$ cat config.mk
export PLATFORM = sky130hd
export DESIGN_NAME = fetch_stage
export DESIGN_NICKNAME = d
export VERILOG_FILES = /design/src/rtl/fetch_stage.sv
export SDC_FILE = /design/constraint.sdc
export NUM_CORES = 1
export LEC_CHECK = 0
export ABC_CLOCK_PERIOD_IN_PS = 3800
export CAP_MARGIN = 10
export CORE_MARGIN = 4
export CORE_UTILIZATION = 30
export DETAILED_ROUTE_END_ITERATION = 8
export SLEW_MARGIN = 25
export SYNTH_ARGS = -nofsm -noshare
export SYNTH_HDL_FRONTEND = slang
export SYNTH_SLANG_ARGS = --single-unit
$ cat constraint.sdc
create_clock -name clk -period 3.8 [get_ports clk]
set_input_delay 0.57 -clock clk [delete_from_list [all_inputs] [get_ports clk]]
set_output_delay 0.57 -clock clk [all_outputs]
set_load 0.05 [all_outputs]
$ cat src/rtl/fetch_stage.sv
// MIPS instruction-fetch stage: program counter, PC+4 adder and the IF/ID
// pipeline register, with stall, flush and halt-opcode control.
module fetch_stage #(
  parameter logic [31:0] RESET_PC = 32'h0000_0000,
  parameter logic [5:0]  HALT_OP  = 6'h3F
) (
  input  logic        clk,
  input  logic        rst,
  input  logic        stall,
  input  logic        flush,
  input  logic [31:0] next_pc,
  input  logic [31:0] imem_rdata,
  output logic [31:0] pc,
  output logic [31:0] pc_plus4,
  output logic [31:0] if_id_instr,
  output logic [31:0] if_id_pc_plus4,
  output logic        if_id_valid,
  output logic        halted,
  output logic [31:0] fetch_count
);

  typedef enum logic {
    ST_RUN  = 1'b0,
    ST_HALT = 1'b1
  } state_e;

  state_e      state_q, state_d;
  logic [31:0] pc_q, pc_d;
  logic [31:0] instr_q, instr_d;
  logic [31:0] pp4_q, pp4_d;
  logic        valid_q, valid_d;
  logic [31:0] count_q, count_d;

  // Modulo-2^32 add; the carry out is deliberately dropped.
  assign pc_plus4 = pc_q + 32'd4;

  // Priority below is flush, then stall, then normal fetch; rst is applied
  // in the register process and overrides all of it.
  always_comb begin
    // NOTE: every signal gets a hold default first so no path through the
    // if/else chain can leave one unassigned and infer a latch.
    state_d = state_q;
    pc_d    = pc_q;
    instr_d = instr_q;
    pp4_d   = pp4_q;
    valid_d = valid_q;
    count_d = count_q;

    if (flush) begin
      instr_d = 32'd0;
      pp4_d   = 32'd0;
      valid_d = 1'b0;
      if (state_q == ST_RUN) pc_d = next_pc;
    end else if (stall) begin
      // Everything holds.
    end else if (state_q == ST_RUN) begin
      instr_d = imem_rdata;
      pp4_d   = pc_plus4;
      valid_d = 1'b1;
      count_d = count_q + 32'd1;
      if (imem_rdata[31:26] == HALT_OP) state_d = ST_HALT;
      else                              pc_d    = next_pc;
    end else begin
      // Halted: keep feeding bubbles downstream, PC frozen.
      instr_d = 32'd0;
      pp4_d   = 32'd0;
      valid_d = 1'b0;
    end
  end

  always_ff @(posedge clk) begin
    // NOTE: state registers use non-blocking assignments so every flop
    // samples the pre-edge values regardless of statement order.
    if (rst) begin
      state_q <= ST_RUN;
      pc_q    <= RESET_PC;
      instr_q <= 32'd0;
      pp4_q   <= 32'd0;
      valid_q <= 1'b0;
      count_q <= 32'd0;
    end else begin
      state_q <= state_d;
      pc_q    <= pc_d;
      instr_q <= instr_d;
      pp4_q   <= pp4_d;
      valid_q <= valid_d;
      count_q <= count_d;
    end
  end

  assign pc             = pc_q;
  assign if_id_instr    = instr_q;
  assign if_id_pc_plus4 = pp4_q;
  assign if_id_valid    = valid_q;
  assign halted         = (state_q == ST_HALT);
  assign fetch_count    = count_q;

endmodule

* After elaboration in Yosys (flattened, before gate mapping)
Cells that the tools add are included.
Storage, ports and cells: input port bits 68, bits in read-only memories 0, flip-flop bits (word level) 130, memories kept 0, bits in latches 0, memory bits (writable) 0
Cells by class: order comparisons 0, div/mod/pow operators 0, multiplexer cells 10, multiply operators 0, equality and inequality tests 3, add/subtract/negate cells 2, reductions and logical operators 4, shift operators 0, bitwise logic cells 3
Operator list (number):
- $mux 32 | 7
- $add 32x1->32 const B | 1
- $add 32x3->32 const B | 1
- $eq 6x6->1 const B | 1
- $reduce_and 3->1 | 2
- $mux 1 | 3
- $not 1->1 | 3
- $ne 2x1->1 const B | 1
- $ne 2x2->1 const B | 1
- $reduce_and 2->1 | 1
- $reduce_or 2->1 | 1

* Depth between registers and ports, before layout
word-level depth 5, mapped depth 7

* Worst setup path before layout
No wires, ideal clock.
path type reg2out, from reg pc_q[2] (netlist: pc[2]), to out pc_plus4[16], setup slack 532 ps, path buffers 1, stages on the path, launching flop included 7, required time 3230 ps, data arrival time 2698 ps, cells stage by stage dfxtp_1 > ha_1 > clkbuf_1 > inv_1 > or4_1 > nor2_1 > xor2_1
Between the ends: word-level cells in the longest chain between the ends 1
Ends and longest elaborated chain:
- start: declaration | RTL line 28 | logic [31:0] pc_q, pc_d;
- start signal: assignment | RTL line 83 | pc_q <= pc_d;
- $add 32x3->32 | RTL line 35 | assign pc_plus4 = pc_q + 32'd4;
- end: declaration | RTL line 14 | output logic [31:0] pc_plus4,
Every way passes these cells.

* Final worst setup path
from reg pc_q[5] (netlist: pc[5]), to out pc_plus4[16]
Same word-level chain as after synthesis.

==> metrics <==
status finished clean; cts hold-fix bufs 0; CTS Buffer Depth 2; core area 0.0175 mm²; reg2reg start halted; clk sink count 130; Worst Skew 0.0107 ns; Initial DRC Count 174; area grow syn2layout 56.5%; CTS resizes 0; FF-to-FF End fetch_count[12]; RSZ-0062 raised after global routing no; final setup vio count 0; CP startpoint kind flip-flop; CTS tree done; DIE AREA 0.0204 mm²; PwrDens 427 mW/mm²; Setup TNS 0 ns; DIE WIDTH 143 µm; post-CTS setup buffers 0; Pwr Total 3.64 mW; Final Cycle Share 0.938; antenna violations before repair 0; Final nets 896; Yosys cell types 45; Post-Syn Area 0.00544 mm²; Avg Inst Size Synth between 8 and 9 µm²; Worst Hold Depth 1; Worst Path Max Fanout 8; RePlAce Congestion between 0.7 and 0.8; Tmin final 3.56 ns; final hold slack 0.465 ns; Worst EP arrival 2.99 ns; Leak 2.99 nW; number of global-route vias before repair between 4000 and 5000; estimated wirelength of the detail-placed design 12500 µm; Hold Path Sink if_id_pc_plus4[27]; max_cap viols 0; worst rel slew slack 0.412; global-route wire length before repair between 20000 and 30000 µm; routed len/inst 16.7 µm; Final Slew Violations 0; R2R Setup Slk 1.63 ns; Mapped Nets 679; H-Tree Depth 4; Crit Path Class flip-flop to output pin; synthesized netlist cell count between 600 and 700; post-synthesis sequential area ratio 0.478; Fin. Hold Viols 0; Worst Tran Pin Value 0.882 ns; I/O pin total 230; design area 0.00852 mm²; root buffer cell clkbuf_16; Hold WC Path Type flip-flop to flip-flop; worst skew pair latency 0.41 ns; Crit. End Element output pin; total global-route track usage 0.169; Worst Reg-to-Reg Cells 6; FF+latch count, synth 130; residual DRC count 0; Clock Pin Slew Worst Setup and Hold Paths 0.05 ns; Die H 143 µm; largest net degree at the start of global routing 48; Buffers on Ports 229; placed cell areas between 0.007 and 0.008 mm²; Inserted Clock Buffers 17; row count 48; vias per cell 4.83; share of layout cells above drive strength 1 0.0894; VDD IR max 0.292 mV; Hold Startpoint if_id_pc_plus4[27]; gr ovfl total 0; Setup WS post-layout 0.236 ns; dpl ws 0.661 ns; FMAX 281 MHz; antenna-violating nets left 0; initial cell density of the core 0.310; Pre-antenna DRT Iters 4; vias 5139; WL final 17700 µm; Worst Path Required 3.23 ns; YS warnings 0
[logic make-up after synthesis]
kind of cell,after synthesis,synth area share
compound gates,104,0.137
xor+xnor,56,0.0901
fa+ha+maj,2,0.00460
buf+inv,52,0.0418
flops,130,0.478
mux,2,0.00391
simple gates,263,0.244
[state kept, by name, summed over array words and instances (netlist names)]
name and flops:
halted 1, pc 32, fetch_count 32, if_id_instr 32, if_id_pc_plus4 32, if_id_valid 1
[layout by cell type (no fill, tap or decap), drive strengths merged, types with 20 or more instances in the layout]
cell type	Yosys	routed
dfxtp	130	130
nand4	22	22
a22oi	42	42
clkdlybuf4s50	0	227
a21oi	35	35
xnor2	46	46
nor3	20	20
a32o	22	22
clkbuf	31	20
nand3	23	23
nand2	83	83
nor2	85	85
[stage by stage]
step,utilization,cells
2_1_floorplan,-,609
4_1_cts,0.485,1064
3_5_place_dp,0.452,1032
5_1_grt,0.485,1064
6_report,0.486,1065
3_3_place_gp,0.452,1032
[per-layer routing]
| layer | GRT usage | share of wire |
|---|---|---|
| met5 | 0 | 0 |
| met4 | 0.0480 | 0.017 |
| met3 | 0.0603 | 0.070 |
| met2 | 0.273 | 0.47 |
| met1 | 0.215 | 0.44 |
[cell type report]
| class | instances | area, µm² |
|---|---|---|
| clock inverters | 12 | 134 |
| multi-input cells | 427 | 2620 |
| well taps | 225 | 282 |
| inverters | 10 | 37.5 |
| diodes | 1 | 2.50 |
| clock buffers | 20 | 457 |
| fillers | 1667 | 9020 |
| repair buffers | 240 | 2380 |
| flip-flops and latches | 130 | 2600 |
[where the power goes]
group          leakage, nW  total (mW)  internal, mW  switching [mW]
combinational         1.66       0.578         0.212           0.365
clock                0.274        1.61          1.00           0.608
sequential            1.06        1.45          1.40          0.0455
[cell usage after synthesis, drive strengths merged]
library cell | count | area, µm²
clkbuf | 31 | 116
or4 | 3 | 27.5
a22oi | 42 | 315
and3 | 5 | 33.8
nand3 | 23 | 120
and2 | 4 | 26.3
xor2 | 10 | 87.6
or3 | 2 | 13.8
nor4 | 9 | 111
a32o | 22 | 220
mux2i | 1 | 10.0
a21oi | 35 | 175
and4 | 3 | 26.3
o21ai | 2 | 10.0
inv | 10 | 37.5
nor3 | 20 | 145
dfxtp | 130 | 2600
or2 | 2 | 12.5
xnor2 | 46 | 403
mux2 | 1 | 11.3
o21ba | 2 | 20.0
nor2b | 1 | 6.26
nand4 | 22 | 165
buf | 11 | 73.8
and3b | 1 | 8.76
nand2 | 83 | 312
o21bai | 1 | 7.51
nor2 | 85 | 319
ha | 2 | 25.0
[worst max-delay path by stage]
stage	startpoint	endpoint	depth (start not counted)
3_3_place_gp	pc[5]	pc_plus4[29]	5
2_1_floorplan	pc[2]	pc_plus4[16]	6
3_5_place_dp	pc[5]	pc_plus4[19]	5
4_1_cts	pc[5]	pc_plus4[19]	5
5_1_grt	pc[5]	pc_plus4[16]	5
6_report	pc[5]	pc_plus4[16]	5
[worst max-delay path, cell delays in order, from the launching register on]
cell	delay, ns
dfxtp_1	0.47
nand4_2	0.30
or4_1	0.63
nor2_1	0.14
xor2_1	0.22
clkdlybuf4s50_1	0.84
Note: power is estimated with default switching activity, not from simulation.
